[src/rtl/spi_reg_responder.sv]
// ---------------------------------------------------------------------------
// spi_reg_responder
//
// SPI mode-0 responder for a host master. SCLK, MOSI and CS are oversampled
// in the sysclk domain and decoded into 2-byte frames (command byte followed
// by a data byte). Writes are presented to the register bank as a one-cycle
// strobe; reads drive a read address and capture the bank's combinational
// read data into a transmit shift register that is clocked out on MISO.
//
// Command byte: bit 7 = read (1) / write (0), bits [ADDR_W-1:0] = address,
// remaining bits are ignored.
//
// Configuration macro:
//   SPI_REG_RESPONDER_AUTOINC_EN  burst mode: the frame stays in the data
//                                 phase after each byte and the address
//                                 increments (wrapping). Undefined: one data
//                                 byte per frame, extra bits are ignored.
//
// Parameters:
//   ADDR_W       register address width (1..7)
//   SYNC_STAGES  synchronizer depth on the SPI inputs (>= 2)
//
// Ports:
//   sysclk       block clock, rising edge
//   reset_INV    asynchronous active-low reset
//   spi_clk      SCLK from the master (asynchronous, <= sysclk/8)
//   spi_mosi     master-out data (asynchronous)
//   spi_cs_INV   active-low chip select (asynchronous)
//   spi_miso     registered slave-out data
//   spi_miso_oe  MISO output enable, high while selected
//   wr_en        one-cycle write strobe
//   wr_addr      write address, valid with wr_en
//   wr_data      write data, valid with wr_en
//   rd_addr      read address to the register bank
//   rd_data      register bank read data (combinational from rd_addr)
//   rd_strobe    one-cycle pulse in the cycle rd_data is captured
//   frame_err    one-cycle pulse when CS rises in the middle of a byte
//   busy         high while a frame is in progress
// ---------------------------------------------------------------------------
module spi_reg_responder #(
    parameter int ADDR_W      = 4,
    parameter int SYNC_STAGES = 2
) (
    input  logic              sysclk,
    input  logic              reset_INV,
    input  logic              spi_clk,
    input  logic              spi_mosi,
    input  logic              spi_cs_INV,
    output logic              spi_miso,
    output logic              spi_miso_oe,
    output logic              wr_en,
    output logic [ADDR_W-1:0] wr_addr,
    output logic [7:0]        wr_data,
    output logic [ADDR_W-1:0] rd_addr,
    input  logic [7:0]        rd_data,
    output logic              rd_strobe,
    output logic              frame_err,
    output logic              busy
);

    typedef enum logic [2:0] {
        ST_ARM,
        ST_IDLE,
        ST_CMD,
        ST_DATA,
        ST_DONE
    } state_t;

    state_t state;
    state_t state_next;

    logic [SYNC_STAGES-1:0] clk_sync;
    logic [SYNC_STAGES-1:0] mosi_sync;
    logic [SYNC_STAGES-1:0] cs_sync;
    logic                   clk_d;
    logic                   cs_d;

    logic                   sclk_s;
    logic                   mosi_s;
    logic                   cs_s;
    logic                   sclk_rise;
    logic                   sclk_fall;
    logic                   cs_rise;
    logic                   cs_fall;
    logic                   byte_edge;
    logic                   in_frame;

    logic [2:0]             bit_cnt;
    logic [6:0]             shift_rx;
    logic [7:0]             rx_next;
    logic [6:0]             tx_shift;
    logic                   rd_flag;
    logic [ADDR_W-1:0]      addr;

    assign sclk_s    = clk_sync[SYNC_STAGES-1];
    assign mosi_s    = mosi_sync[SYNC_STAGES-1];
    assign cs_s      = cs_sync[SYNC_STAGES-1];
    assign sclk_rise = sclk_s & ~clk_d;
    assign sclk_fall = ~sclk_s & clk_d;
    assign cs_rise   = cs_s & ~cs_d;
    assign cs_fall   = ~cs_s & cs_d;
    assign byte_edge = sclk_rise && (bit_cnt == 3'd7);
    assign in_frame  = (state == ST_CMD) || (state == ST_DATA);
    assign rx_next   = {shift_rx, mosi_s};

    // Synchronizers plus one extra flop on SCLK and CS for edge detection.
    // The CS chain resets to "selected" (0) so that ARM only leaves once a
    // genuine high level has been seen on the pin, never mid-stream.
    always_ff @(posedge sysclk or negedge reset_INV) begin
        if (!reset_INV) begin
            clk_sync  <= '0;
            mosi_sync <= '0;
            cs_sync   <= '0;
            clk_d     <= 1'b0;
            cs_d      <= 1'b0;
        end else begin
            clk_sync  <= {clk_sync[SYNC_STAGES-2:0], spi_clk};
            mosi_sync <= {mosi_sync[SYNC_STAGES-2:0], spi_mosi};
            cs_sync   <= {cs_sync[SYNC_STAGES-2:0], spi_cs_INV};
            clk_d     <= sclk_s;
            cs_d      <= cs_s;
        end
    end

    // Frame state register.
    always_ff @(posedge sysclk or negedge reset_INV) begin
        if (!reset_INV) begin
            state <= ST_ARM;
        end else begin
            state <= state_next;
        end
    end

    // Next-state logic. A CS rise ends any frame and takes priority over a
    // coincident byte-completing SCLK edge.
    always_comb begin
        state_next = state;
        case (state)
            ST_ARM: begin
                if (cs_s) begin
                    state_next = ST_IDLE;
                end
            end
            ST_IDLE: begin
                if (cs_fall) begin
                    state_next = ST_CMD;
                end
            end
            ST_CMD: begin
                if (cs_rise) begin
                    state_next = ST_IDLE;
                end else if (byte_edge) begin
                    state_next = ST_DATA;
                end
            end
            ST_DATA: begin
                if (cs_rise) begin
                    state_next = ST_IDLE;
                end else if (byte_edge) begin
`ifdef SPI_REG_RESPONDER_AUTOINC_EN
                    state_next = ST_DATA;
`else
                    state_next = ST_DONE;
`endif
                end
            end
            ST_DONE: begin
                if (cs_rise) begin
                    state_next = ST_IDLE;
                end
            end
            default: state_next = ST_ARM;
        endcase
    end

    // Datapath: byte shifting, command decode, strobes and MISO.
    // rd_strobe is raised on the byte-completing edge, so the cycle in which
    // it is high is the one where rd_addr is stable and rd_data is captured.
    // In DATA the first SCLK fall (bit_cnt == 0) belongs to the previous
    // byte and must not shift, otherwise the freshly loaded bit 7 is lost.
    always_ff @(posedge sysclk or negedge reset_INV) begin
        if (!reset_INV) begin
            spi_miso    <= 1'b0;
            spi_miso_oe <= 1'b0;
            wr_en       <= 1'b0;
            wr_addr     <= '0;
            wr_data     <= '0;
            rd_addr     <= '0;
            rd_strobe   <= 1'b0;
            frame_err   <= 1'b0;
            busy        <= 1'b0;
            bit_cnt     <= '0;
            shift_rx    <= '0;
            tx_shift    <= '0;
            rd_flag     <= 1'b0;
            addr        <= '0;
        end else begin
            wr_en     <= 1'b0;
            rd_strobe <= 1'b0;
            frame_err <= 1'b0;
            if (cs_rise) begin
                busy        <= 1'b0;
                spi_miso_oe <= 1'b0;
                spi_miso    <= 1'b0;
                bit_cnt     <= '0;
                if (in_frame && (bit_cnt != 3'd0)) begin
                    frame_err <= 1'b1;
                end
            end else begin
                case (state)
                    ST_IDLE: begin
                        if (cs_fall) begin
                            busy        <= 1'b1;
                            spi_miso_oe <= 1'b1;
                            spi_miso    <= 1'b0;
                            bit_cnt     <= '0;
                            rd_flag     <= 1'b0;
                        end
                    end
                    ST_CMD: begin
                        if (sclk_rise) begin
                            shift_rx <= rx_next[6:0];
                            bit_cnt  <= bit_cnt + 3'd1;
                            if (bit_cnt == 3'd7) begin
                                rd_flag <= rx_next[7];
                                addr    <= rx_next[ADDR_W-1:0];
                                if (rx_next[7]) begin
                                    rd_addr   <= rx_next[ADDR_W-1:0];
                                    rd_strobe <= 1'b1;
                                end
                            end
                        end
                    end
                    ST_DATA: begin
                        if (rd_strobe) begin
                            tx_shift <= rd_data[6:0];
                            spi_miso <= rd_data[7];
                        end else if (sclk_fall && rd_flag && (bit_cnt != 3'd0)) begin
                            spi_miso <= tx_shift[6];
                            tx_shift <= {tx_shift[5:0], 1'b0};
                        end
                        if (sclk_rise) begin
                            shift_rx <= rx_next[6:0];
                            bit_cnt  <= bit_cnt + 3'd1;
                            if (bit_cnt == 3'd7) begin
                                if (!rd_flag) begin
                                    wr_en   <= 1'b1;
                                    wr_addr <= addr;
                                    wr_data <= rx_next;
                                end
`ifdef SPI_REG_RESPONDER_AUTOINC_EN
                                addr <= addr + ADDR_W'(1);
                                if (rd_flag) begin
                                    rd_addr   <= addr + ADDR_W'(1);
                                    rd_strobe <= 1'b1;
                                end
`else
                                spi_miso <= 1'b0;
`endif
                            end
                        end
                    end
                    ST_DONE: begin
                        spi_miso <= 1'b0;
                    end
                    default: begin
                    end
                endcase
            end
        end
    end

endmodule

[config.mk]
export PLATFORM = sky130hd
export DESIGN_NAME = spi_reg_responder
export DESIGN_NICKNAME = d
export VERILOG_FILES = /design/src/rtl/spi_reg_responder.sv
export SDC_FILE = /design/constraint.sdc
export NUM_CORES = 1
export LEC_CHECK = 0
export CAP_MARGIN = 5
export CORE_UTILIZATION = 48
export CTS_CLUSTER_SIZE = 20
export DETAILED_ROUTE_END_ITERATION = 6
export PLACE_DENSITY = 0.86
export SLEW_MARGIN = 20
export SYNTH_ARGS = -nofsm -noshare
export SYNTH_HDL_FRONTEND = slang
export SYNTH_SLANG_ARGS = --single-unit
[constraint.sdc]
create_clock -name sysclk -period 1.7 [get_ports sysclk]
set_input_delay 0.51 -clock sysclk [delete_from_list [all_inputs] [get_ports sysclk]]
set_output_delay 0.51 -clock sysclk [all_outputs]
set_load 0.1 [all_outputs]
==> results <==
what timing repair did:
action | 4_1_cts | 5_1_grt
gates resized for setup | 15 | 19
endpoints found under the setup margin | 35 | 34
buffers inserted | 4 | 5
pin swaps | 2 | 7
cell type report:
| class | instances | area (µm²) |
|---|---|---|
| timing repair buffer | 62 | 813 |
| clock inverter | 1 | 7.51 |
| multi-input combinational | 107 | 1050 |
| sequential | 54 | 1350 |
| fill | 265 | 1310 |
| clock buffer | 6 | 72.6 |
| inverter | 10 | 37.5 |
| tap | 67 | 83.8 |
routing by layer:
layer / routed length [µm] / up-vias / GRT usage (%)
li1: - / 764 / -
met1: 2270 / 852 / 25.2
met2: 3220 / 56 / 38.0
met3: 182 / 21 / 4.03
met4: 227 / 0 / 13.7
met5: 0 / - / 0
through the flow:
step | hold slack, ns | total power, mW | instance area [µm²] | TNS (ns) | util [%]
after floorplan | 0.214 | 2.15 | 2360 | -1.11 | -
after global placement | 0.332 | 2.46 | 3120 | -0.331 | 66.0
after detailed placement | 0.340 | 2.51 | 3120 | -1.96 | 66.0
after CTS | 0.203 | 3.21 | 3290 | -1.56 | 69.6
final | 0.190 | 3.33 | 3420 | -1.84 | 72.3
after global routing | 0.213 | 3.45 | 3420 | -2.75 | 72.3
kinds of logic (layout without fill, tap and decap cells):
family          Yosys count  count (layout)  share of synthesized area (%)
compound gates           39              39                           10.1
flops                    54              54                           57.3
simple gates             34              34                           10.2
fa+ha+maj                 5               5                           2.65
mux                      29              29                           15.4
buf+inv                  19              79                           4.30
cell usage in the layout, fill, tap and decap left out, types with 2 or more instances in the layout:
cell and n:
buf_4 20, nand2_1 4, buf_12 24, o21ai_0 4, inv_1 9, nor3_1 2, nor3b_1 2, nor2b_1 2
nand3b_1 3, ha_4 3, o22ai_2 4, nand2b_1 2, nor2_1 6, dfrtp_1 53, clkbuf_8 5, clkdlybuf4s50_1 11
o22ai_1 10, buf_6 6, nand2_4 2, a21oi_1 11, mux2_4 18, mux2_2 10
sequential cells by signal, indices dropped and copies added, names as in the netlist:
signal / cells
wr_addr: 4
bit_cnt: 3
rd_flag: 1
shift_rx: 7
frame_err: 1
rd_strobe: 1
wr_en: 1
clk_d: 1
busy: 1
cs_d: 1
rd_addr: 4
clk_sync: 2
state: 3
cs_sync: 2
wr_data: 8
tx_shift: 7
mosi_sync: 2
spi_miso: 1
addr: 4
cell usage after synthesis, types with 2 or more instances:
library cell / n / area (µm²)
a21oi_1: 12 / 60.1
a31oi_1: 2 / 12.5
buf_2: 3 / 15.0
buf_4: 2 / 15.0
clkbuf_1: 2 / 7.51
dfrtp_1: 54 / 1350
ha_1: 5 / 62.6
inv_1: 10 / 37.5
mux2_2: 18 / 203
mux2_4: 10 / 150
nand2_1: 5 / 18.8
nand2b_1: 2 / 12.5
nand3b_1: 3 / 22.5
nor2_1: 7 / 26.3
nor2b_1: 2 / 12.5
nor3_1: 2 / 10.0
nor3b_1: 2 / 15.0
o21ai_0: 4 / 20.0
o22ai_1: 14 / 87.6
power by group:
part,internal [mW],switching [mW],total [mW]
Combinational,0.487,0.615,1.10
Clock,0.283,0.395,0.678
Sequential,1.40,0.156,1.55
Total,2.17,1.17,3.33
worst reg2reg max path, stage by stage, from the launching register on:
cell and delay, ns:
dfrtp_1 0.37, ha_2 0.19, ha_4 0.13, nand3b_1 0.20
nor4_4 0.25, buf_4 0.17, nand2_4 0.09, mux2_4 0.32
worst min path at each step:
stage | start | end | slack [ns] | cells after the start
final | reset_INV | rd_addr[1] | 0.19 | 2
after global routing | reset_INV | tx_shift[0] | 0.21 | 2
after CTS | reset_INV | rd_addr[1] | 0.20 | 2
after detailed placement | mosi_sync[0] | mosi_sync[1] | 0.34 | 0
after global placement | mosi_sync[0] | mosi_sync[1] | 0.33 | 0
after floorplan | reset_INV | addr[0] | 0.21 | 0
==> flow_summary.json <==
{
  "outcome": "complete, but fails checks",
  "violations": "setup timing",
  "period_needed_ns": 1.84,
  "seq_area_frac_synth_pct": 57.3,
  "worstSetupStartpointType": "register",
  "grt_max_degree": 55,
  "arrival_ns": 2.04,
  "cts_buffers": 5,
  "ys_ff_latch": 54,
  "dieWidth_um": 72.1,
  "yosys_warnings": 0,
  "avgViaCountPerCell": 5.51,
  "cts_tree": "done",
  "cts_hold_buffers": 0,
  "critical_path.endpoint": "rd_addr[0]",
  "grt_antenna_before_repair": 0,
  "drt-pass1-iter-count": 4,
  "clkSinkCount": 54,
  "cp_top_family": "simple AND/OR/NAND/NOR gates",
  "syn_to_final_growth_pct": 44.9,
  "p_leak_nw": 1.55,
  "max_stage_delay_ns": 0.37,
  "synth_cell_types": 40,
  "ant_nets": 0,
  "synth_edf_count": 0,
  "period_share_pct": 108,
  "drc": 0,
  "path_buf_inv": 1,
  "slowest_stage": "dfrtp_1",
  "grt_usage_pct": 22.0,
  "dpl.cell_count": 292,
  "worst_pin_slew_ns": 0.331,
  "layout.cells.non_filler": 307,
  "antenna_cells": 0,
  "syn_area_per_cell_um2": 13.1,
  "r2r_start": "bit_cnt[0]",
  "grt_overflow": 0,
  "cp_max_fo": 5,
  "clk_latency_ns": 0.31,
  "grt_pass1_vias": 1778,
  "pwr_density_cell_nw_per_um2": 976,
  "crit_required_ns": 1.89,
  "hold_violations": 0,
  "clk_pin_slew_ns": 0.09,
  "slew_viol_final": 0,
  "grt_pass1_wl_mm": 8.53,
  "ir_worst_vdd_mv": 0.529,
  "fp.coreArea_um2": 4720,
  "vias": 1693,
  "drive_above_1_share_pct": 44.6,
  "crit_chain": "ha_2 -> ha_4 -> nand3b_1 -> nor4_4 -> buf_4 -> nand2_4 -> mux2_4",
  "num_io_pins": 35,
  "relSlewSlack_pct": 77.7,
  "die_y_um": 72.1,
  "io_buffer_count": 34,
  "drt-wirelength-per-cell_um": 19.2,
  "start_util_pct": 49.9,
  "gp_congestion": 0.842,
  "nets": 258,
  "drt_iter0_drc": 109,
  "setup_violations": 22,
  "reg2reg_depth": 7,
  "fmax_ghz": 0.543,
  "critPathCaptureType": "register",
  "r2r_slack_ns": -0.14,
  "routed_wl_mm": 5.90,
  "pre_cts_slack_ns": -0.150,
  "clockBufferDepth": 2,
  "dp_hpwl_mm": 3.43,
  "syn-cell-area_um2": 2360,
  "r2r_end": "rd_addr[0]",
  "cts_root_buf": "clkbuf_8",
  "fin_skew_ns": 0.00831,
  "htreeDepth": 2,
  "netlist_instances": 180,
  "rsz0062_at_grt": "true",
  "crit_start": "bit_cnt[0]",
  "synthArstFlopShare_pct": 100,
  "rows": 25,
  "synthFlopType": "dfrtp_1",
  "setup_slack_ns": -0.141,
  "die_area_um2": 5200,
  "syn-num-nets": 198,
  "setup.worst_path.class": "reg2reg",
  "worst-path-stages": 7,
  "hp-class": "in2async",
  "drv_cap": 0
}
No activity file was read; power rests on OpenSTA's default activity.
==> variant, RTL diff (config.mk and constraints unchanged) <==
The 5 states of `state_t` get a one-hot encoding in 5 bits.
--- a/src/rtl/spi_reg_responder.sv
+++ b/src/rtl/spi_reg_responder.sv
@@ -58,12 +58,12 @@
     output logic              busy
 );
 
-    typedef enum logic [2:0] {
-        ST_ARM,
-        ST_IDLE,
-        ST_CMD,
-        ST_DATA,
-        ST_DONE
+    typedef enum logic [4:0] {
+        ST_ARM  = 5'b00001,
+        ST_IDLE = 5'b00010,
+        ST_CMD  = 5'b00100,
+        ST_DATA = 5'b01000,
+        ST_DONE = 5'b10000
     } state_t;
 
     state_t state;
Function: no difference found for any inputs over 10 cycles, from zero or initial values and one cycle with reset_INV low; not proved beyond that.
==> variant against the unedited design <==
  * The run still ends with negative setup slack left
  * Sequential cell count grew 2
  * Power shrank 7.4%
  * Cell area grew 7.9%
  * Area after synthesis grew 7.0%
  * Routed wire length shrank 3.0%
  * Via count grew 5.8%
  * Hold slack lost 0.094 ns
  * Setup slack lost 0.56 ns
  * Largest power group unchanged
==> variant: results (changes against the unedited design) <==
metric	value	unit	change
drive_gt1_frac	0.494		+0.0484
fp-row-count	26		+4.0%
power_density	837	nW/um2	-14%
violations	negative setup slack		
seq-power	1440	uW	-7%
synth-seq-cells	56		+3.7%
worst_hold_slack	0.0957	ns	-0.0942 ns
synth_nets	214		+8.1%
dp_slack	-0.763	ns	-0.612 ns
cts_setup_buffers	5		+1
outcome	finished with violations		
relSlewSlack	0.741		-0.0360
worst_slack	-0.699	ns	-0.558 ns
setup_viol	42		+91%
wl_per_cell	17.3	um	-10%
dp_cells	312		+6.8%
slowest_delay	0.49	ns	+0.12 ns
p_int	2100	uW	-3.4%
synthTopCellsByArea	dfrtp_1, mux2_2, mux2_4, ha_1, inv_1		
avgSynthCellArea	12.9	um2	-1.8%
cp_slowest_cell	or4b_4		
dpl_cell_area	3340	um2	+7.3%
instances_no_fill	331		+7.8%
ys_types	41		+2.5%
yosys-top-cells-count	dfrtp_1, mux2_2, inv_1, nor2_1, mux2_4		
final-seq-area	1410	um2	+3.9%
pwr-share-clk	0.241		+0.038
==> variant: changes by cell type after synthesis, moves of 3 or more <==
| cell | unedited run | this run |
|---|---|---|
| or3_1 | 1 | 5 |
| xor2_1 | 0 | 3 |
| clkbuf_1 | 2 | 7 |
| a22o_1 | 0 | 3 |
| a21oi_1 | 12 | 1 |
| nor2_1 | 7 | 10 |
| o22ai_1 | 14 | 3 |
| o21ai_0 | 4 | 7 |
| mux2_2 | 18 | 30 |
==> variant: per-layer routing <==
metal	up-vias	GRT usage	wire [um]
met1	910	0.282	2360
met4	0	0.0943	160
met2	53	0.363	2930
met5	-	0	0
li1	816	-	-
met3	12	0.0542	279
==> variant: cells by family after synthesis <==
kind of cell,Yosys count,share of synthesized area
buffers and inverters,22,0.0387
multiplexers,41,0.196
adder cells (fa/ha/maj),5,0.0248
AO/OA/AOI/OAI,24,0.0700
XOR/XNOR,4,0.0139
flip-flops,56,0.556
AND/OR/NAND/NOR,44,0.101
